===== config.mk =====
export PLATFORM = sky130hd
export DESIGN_NAME = pcpi_initiator
export DESIGN_NICKNAME = d
export VERILOG_FILES = /design/src/rtl/pcpi_pkg.sv /design/src/rtl/pcpi_watchdog.sv /design/src/rtl/pcpi_initiator.sv
export SDC_FILE = /design/constraint.sdc
export NUM_CORES = 1
export LEC_CHECK = 0
export ABC_AREA = 1
export BUFFER_PORTS_ARGS = -buffer_cell sky130_fd_sc_hd__buf_2
export CAP_MARGIN = 5
export CORE_MARGIN = 3
export CORE_UTILIZATION = 53
export DETAILED_ROUTE_END_ITERATION = 12
export GPL_TIMING_DRIVEN = 0
export PLACE_DENSITY = 0.85
export SLEW_MARGIN = 20
export SYNTH_ARGS = -nofsm -noshare
export SYNTH_HDL_FRONTEND = slang
export SYNTH_SLANG_ARGS = --single-unit

===== constraint.sdc =====
create_clock -name clk -period 3.5 [get_ports clk]
set_input_delay 0.7 -clock clk [delete_from_list [all_inputs] [get_ports clk]]
set_output_delay 0.7 -clock clk [all_outputs]
set_load 0.01 [all_outputs]

===== src/rtl/pcpi_pkg.sv =====
`default_nettype none
// ============================================================================
// Module      : pcpi_pkg
// Description : Shared PCPI constants, FSM state type and insn-word builder.
// Revision    : 1.0  initial release
// ============================================================================
package pcpi_pkg;

    localparam logic [6:0] c_OPCODE_OP  = 7'b0110011;
    localparam logic [6:0] c_FUNCT7_MUL = 7'b0000001;
    localparam logic [4:0] c_RS1_IDX    = 5'd1;
    localparam logic [4:0] c_RS2_IDX    = 5'd2;
    localparam int         c_TMO_W      = 8;

    typedef enum logic [1:0] {
        ST_IDLE      = 2'd0,
        ST_ISSUE     = 2'd1,
        ST_WAIT_RESP = 2'd2,
        ST_DELIVER   = 2'd3
    } pcpi_state_t;

    function automatic logic [31:0] pcpi_make_insn(input logic [2:0] funct3,
                                                   input logic [4:0] rd);
        return {c_FUNCT7_MUL, c_RS2_IDX, c_RS1_IDX, funct3, rd, c_OPCODE_OP};
    endfunction

endpackage
`default_nettype wire


===== src/rtl/pcpi_watchdog.sv =====
`default_nettype none
// ============================================================================
// Module      : pcpi_watchdog
// Description : Response-wait cycle counter; expired is high on the
//               TIMEOUT_CYCLES-th enabled cycle since the last clear.
// Revision    : 1.0  initial release
// ============================================================================
module pcpi_watchdog
    import pcpi_pkg::*;
#(
    parameter int TIMEOUT_CYCLES = 255
) (
    input  logic clk,
    input  logic rst,
    input  logic clear,
    input  logic enable,
    output logic expired
);

    localparam logic [c_TMO_W-1:0] c_LAST = 8'(TIMEOUT_CYCLES - 1);

    logic [c_TMO_W-1:0] r_count;

    always_ff @(posedge clk) begin
        if (rst || clear) begin
            r_count <= '0;
        end else if (enable && !expired) begin
            r_count <= r_count + 8'd1;
        end
    end

    assign expired = enable && (r_count == c_LAST);

endmodule
`default_nettype wire


===== src/rtl/pcpi_initiator.sv =====
`default_nettype none
// ============================================================================
// Module      : pcpi_initiator
// Description : Command-to-PCPI bridge: issues one PCPI request per command,
//               waits for ready and hands the result to a consumer.
//               Optional response timeout enabled by macro PCPI_TIMEOUT_EN.
// Revision    : 1.0  initial release
// ============================================================================
module pcpi_initiator
    import pcpi_pkg::*;
#(
    parameter int TIMEOUT_CYCLES = 255
) (
    input  logic        clk,
    input  logic        rst,
    input  logic        cmd_STB,
    input  logic [2:0]  cmd_funct3,
    input  logic [4:0]  cmd_rd,
    input  logic [31:0] cmd_rs1,
    input  logic [31:0] cmd_rs2,
    output logic        cmd_BUSY,
    output logic        pico_valid,
    output logic [31:0] pico_insn,
    output logic [31:0] pico_rs1,
    output logic [31:0] pico_rs2,
    input  logic        pico_wr,
    input  logic [31:0] pico_rd,
    input  logic        pico_wait,
    input  logic        pico_ready,
    output logic        res_STB,
    output logic [31:0] res_data,
    output logic [4:0]  res_rd,
    output logic        res_wr,
    output logic        res_err,
    input  logic        res_BUSY
);

    pcpi_state_t r_state, w_state_nxt;

    logic [2:0]  r_funct3;
    logic [4:0]  r_rd;
    logic [31:0] r_rs1, r_rs2;

    logic        w_capture;
    logic        w_timeout;
    logic        w_cmd_busy, w_valid, w_res_stb, w_res_wr, w_res_err;
    logic [31:0] w_insn, w_rs1, w_rs2, w_res_data;
    logic [4:0]  w_res_rd;

    // The wait hint is informational only; the FSM never consults it.
    logic w_unused_wait;
    assign w_unused_wait = pico_wait;

`ifdef PCPI_TIMEOUT_EN
    logic w_wd_clear, w_wd_enable;
    assign w_wd_clear  = (r_state == ST_ISSUE);
    assign w_wd_enable = (r_state == ST_WAIT_RESP);

    pcpi_watchdog #(
        .TIMEOUT_CYCLES (TIMEOUT_CYCLES)
    ) u_watchdog (
        .clk     (clk),
        .rst     (rst),
        .clear   (w_wd_clear),
        .enable  (w_wd_enable),
        .expired (w_timeout)
    );
`else
    logic w_unused_cfg;
    assign w_unused_cfg = (TIMEOUT_CYCLES != 0);
    assign w_timeout    = 1'b0;
`endif

    always_ff @(posedge clk) begin
        if (rst) begin
            r_state <= ST_IDLE;
        end else begin
            r_state <= w_state_nxt;
        end
    end

    always_ff @(posedge clk) begin
        if (rst) begin
            r_funct3 <= '0;
            r_rd     <= '0;
            r_rs1    <= '0;
            r_rs2    <= '0;
        end else if (w_capture) begin
            r_funct3 <= cmd_funct3;
            r_rd     <= cmd_rd;
            r_rs1    <= cmd_rs1;
            r_rs2    <= cmd_rs2;
        end
    end

    // Every output is a register loaded from its next-value wire below.
    always_comb begin
        w_state_nxt = r_state;
        w_capture   = 1'b0;
        w_cmd_busy  = cmd_BUSY;
        w_valid     = pico_valid;
        w_insn      = pico_insn;
        w_rs1       = pico_rs1;
        w_rs2       = pico_rs2;
        w_res_stb   = res_STB;
        w_res_data  = res_data;
        w_res_rd    = res_rd;
        w_res_wr    = res_wr;
        w_res_err   = res_err;

        case (r_state)
            ST_IDLE: begin
                if (cmd_STB) begin
                    w_capture   = 1'b1;
                    w_cmd_busy  = 1'b1;
                    w_state_nxt = ST_ISSUE;
                end
            end
            ST_ISSUE: begin
                w_valid     = 1'b1;
                w_insn      = pcpi_make_insn(r_funct3, r_rd);
                w_rs1       = r_rs1;
                w_rs2       = r_rs2;
                w_state_nxt = ST_WAIT_RESP;
            end
            ST_WAIT_RESP: begin
                // Ready has priority over a coincident expiry.
                if (pico_ready) begin
                    w_valid     = 1'b0;
                    w_res_stb   = 1'b1;
                    w_res_data  = pico_rd;
                    w_res_rd    = r_rd;
                    w_res_wr    = pico_wr;
                    w_res_err   = 1'b0;
                    w_state_nxt = ST_DELIVER;
                end else if (w_timeout) begin
                    w_valid     = 1'b0;
                    w_res_stb   = 1'b1;
                    w_res_data  = '0;
                    w_res_rd    = r_rd;
                    w_res_wr    = 1'b0;
                    w_res_err   = 1'b1;
                    w_state_nxt = ST_DELIVER;
                end
            end
            ST_DELIVER: begin
                if (res_STB && res_BUSY) begin
                    w_res_stb   = 1'b0;
                    w_cmd_busy  = 1'b0;
                    w_state_nxt = ST_IDLE;
                end
            end
            default: begin
                w_state_nxt = ST_IDLE;
            end
        endcase
    end

    always_ff @(posedge clk) begin
        if (rst) begin
            cmd_BUSY   <= 1'b0;
            pico_valid <= 1'b0;
            pico_insn  <= '0;
            pico_rs1   <= '0;
            pico_rs2   <= '0;
            res_STB    <= 1'b0;
            res_data   <= '0;
            res_rd     <= '0;
            res_wr     <= 1'b0;
            res_err    <= 1'b0;
        end else begin
            cmd_BUSY   <= w_cmd_busy;
            pico_valid <= w_valid;
            pico_insn  <= w_insn;
            pico_rs1   <= w_rs1;
            pico_rs2   <= w_rs2;
            res_STB    <= w_res_stb;
            res_data   <= w_res_data;
            res_rd     <= w_res_rd;
            res_wr     <= w_res_wr;
            res_err    <= w_res_err;
        end
    end

endmodule
`default_nettype wire


After elaboration in Yosys (flattened, before gate mapping)

Index checks and enable logic that the tools add are counted.

Flip-flop bits (word level): 192
Bits of input ports: 111
Logic and storage cells: 43

Equal/unequal tests: 6
Multiplexer cells: 13
Reduce and logical (&&, ||, !) cells: 10

Operators with widths:

| cell                                                             | count |
|---|---|
| 3-bit AND reduction                                              | 3 |
| 2-bit one-hot mux with 4 select lines                            | 1 |
| 1-bit two-way mux                                                | 6 |
| 2-bit two-way mux                                                | 3 |
| 2-bit != test (second input constant)                            | 3 |
| 1-bit one-hot mux with 2 select lines                            | 3 |
| 2-bit nonzero test                                               | 3 |
| 2-bit == test (second input constant)                            | 2 |
| 2-bit AND reduction                                              | 2 |
| 2-bit by 1-bit == test with 1-bit output (second input constant) | 1 |
| 2-bit logical NOT                                                | 1 |
| 1-bit logical AND                                                | 1 |

Longest topological paths before layout

Word-level depth: 3
Depth in mapped cells: 7
Depth with buffers taken out: 7

Worst setup path after synthesis

Ideal clock, no wire load.

Path kind: register to output
Start point: register pico_insn[5] (netlist name)
End point: output pico_insn[15]
Data arrival time: 0.619 ns
Slack: 2.181 ns
Cell stages (with the launch flop): 2
Path buffers: 1
Cells stage by stage: dfxtp_1 -> buf_4

RTL lines:

| element   | line                 | source |
|---|---|---|
| to (decl) | pcpi_initiator.sv:23 | `output logic [31:0] pico_insn,` |

==> results.txt <==
Status: finished clean
Req. time, crit path: 2800 ps
Port bufs: 229
Placed instance area: 8230 um^2
Top Family by Delay on Critical Path: flip-flops
Inserted Clock Buffers: 17
Clk slew on worst S/H paths: 60 ps
Fmax: 535 MHz
Mapped Avg Cell Area: 7.92 um^2
CTS tree: built
Crit end category: primary output
Final Cycle Share: 53.4%
Initial Util: 55.6%
Synth warnings: 0
Boundary pin count: 249
Setup TNS: 0 ps
Most common cell after layout, fill and taps aside: nor2_1
Fill count: 1012
# rows: 40
Peak per-stage delay on the critical path: 470 ps
TritonRoute pass-1 iters: 4
Dpl hpwl: 13200 um
Final hold vios: 0
Layout area overhead: 29.0%
Num Clock Sinks: 188
First-pass GRT wire length: 29000 um
Seq/Total Area, Yosys: 55.2%
Initial antenna violation count: 1
Sequential cell area: 3760 um^2
Most frequent cells in the layout: nor2_1 (371), buf_2 (254), dfxtp_1 (188)
Worst path slowest cell: dfxtp_1
Final setup viols: 0
Die Area: 14300 um^2
Placeable Area: 12300 um^2
Clock Tree Root: clkbuf_16
Syn Std Cell Area: 6810 um^2
Die Span Y: 119 um
# DRC: 0
Post-CTS Setup Bufs: 0
GRT Overall Usage: 25.3%
Routed len/inst: 14.0 um
Worst path bufs/invs: 2
Vias per cell: 4.93
Resize count post-CTS: 0
Peak fanout along the critical path: 8
RSZ-0062 raised after global routing: false
Post-route minimum period: 1870 ps
Worst-path cell chain: buf_4 > buf_2
Footprint of the multi-input gates: 2530 um^2
Later-pin clock latency in the skew report: 420 ps
Crit path kind: register to primary output
CP startpoint kind: register
Leak: 4.42 nW
Power per cell area: 875 nW/um^2
Drt initial violations: 421
Count of different cell masters after synthesis: 25
Share of layout cells above drive strength 1: 29.6%
Largest net degree at the start of global routing: 17
Maximum capacitance violations: 0
Overall Power: 7.69 mW
CTS max path bufs: 2
Register bit total from synthesis: 188
Number of max-slew violations in the final report: 0
RePlAce Congestion: 0.823
Cells after synthesis: 860
# H-tree levels: 4
Nets@finish: 1240
Worst vdd ir: 439 uV
Setup Skew: 6.20 ps
Die W: 119 um
N_diodes: 0
Remaining global-route overflow: 0
Number of global-route vias before repair: 6095
CP arrival: 1170 ps
Cts hold-fix bufs: 0
Final cell area excluding filler cells: 8790 um^2
Vias: 6439
Final WL: 18300 um
Antenna Nets Post-Route: 0
Hold crit path type: register to register
-- power breakdown --
group	leakage, nW	internal (mW)	switching, mW
sequential	1.55	2.82	0.339
combinational	2.60	1.05	1.68
clock	0.272	1.01	0.795
-- cells by family after synthesis --
kind of cell             count (synthesis)  synth area share [%]
AO/OA/AOI/OAI                          186                  13.7
other                                    1                0.0550
buffers and inverters                   92                  8.60
AND/OR/NAND/NOR                        389                  21.7
flip-flops                             188                  55.2
adder cells (fa/ha/maj)                  4                 0.735
-- path summary, 6_finish.rpt --
| kind | cells past startpoint | endpoint | slack [ps] | from |
|---|---|---|---|---|
| max | 2 | pico_insn[1] | 1630 | pico_insn[5]$_SDFFE_PP0P_ |
| min | 2 | res_data[26]$_SDFFE_PP0P_ | 480 | res_data[26]$_SDFFE_PP0P_ |
| max reg2reg | 6 | r_rs2[2]$_SDFFE_PP0P_ | 1900 | r_state[0]$_SDFFE_PP0P_ |
| min reg2reg | 2 | res_data[26]$_SDFFE_PP0P_ | 480 | res_data[26]$_SDFFE_PP0P_ |
-- Yosys cell counts (all sizes together) --
| cell | count | area (um^2) |
|---|---|---|
| nor2 | 371 | 1390 |
| dfxtp | 188 | 3760 |
| o21ai | 183 | 916 |
| buf | 55 | 358 |
| clkbuf | 26 | 179 |
| nand2 | 13 | 58.8 |
| inv | 11 | 48.8 |
| ha | 4 | 50.1 |
| a21oi | 3 | 15.0 |
| nand3 | 2 | 10.0 |
| conb | 1 | 3.75 |
| nand4 | 1 | 6.26 |
| nor3 | 1 | 5.00 |
| or2 | 1 | 6.26 |
-- cell type report --
class,instances,share of cell area (%)
buffer,81,6.11
clock buffer,20,5.20
clock inverter,12,1.10
inverter,11,0.555
multi-input combinational,597,28.8
sequential,188,42.8
tap,168,2.39
timing repair buffer,229,13.0
-- flip-flops by register name, indices dropped and copies added, names as in the netlist --
name / flops
pico_rs1: 32
pico_rs2: 32
r_rs1: 32
r_rs2: 32
res_data: 32
pico_insn: 9
r_rd: 5
res_rd: 5
r_funct3: 3
r_state: 2
cmd_BUSY: 1
pico_valid: 1
res_STB: 1
res_wr: 1
-- through the flow --
step	std cells	setup WS [ps]	util, %	hold slack, ps
floorplan	877	2180	-	455
global placement	1274	1790	67.1	457
finish	1306	1630	71.7	478
detailed placement	1274	1780	67.1	468
CTS	1306	1610	71.7	483
global route	1306	1570	71.7	492
-- worst reg2reg max path, cell delays in order, from the launching register on --
cell and delay [ps]:
dfxtp_1 350, inv_1 80, ha_1 280, nand2_4 180, clkbuf_1 380, o21ai_0 170
nor2_1 100
-- metal layers --
| layer | track usage, % | part of all wire [%] | vias to the layer above |
|---|---|---|---|
| li1 | - | - | 3230 |
| met1 | 30.2 | 42 | 2932 |
| met2 | 44.1 | 49 | 241 |
| met3 | 5.79 | 6.8 | 34 |
| met4 | 9.95 | 2.5 | 2 |
| met5 | 0 | 0.071 | - |
(Power assumes the default switching activity.)
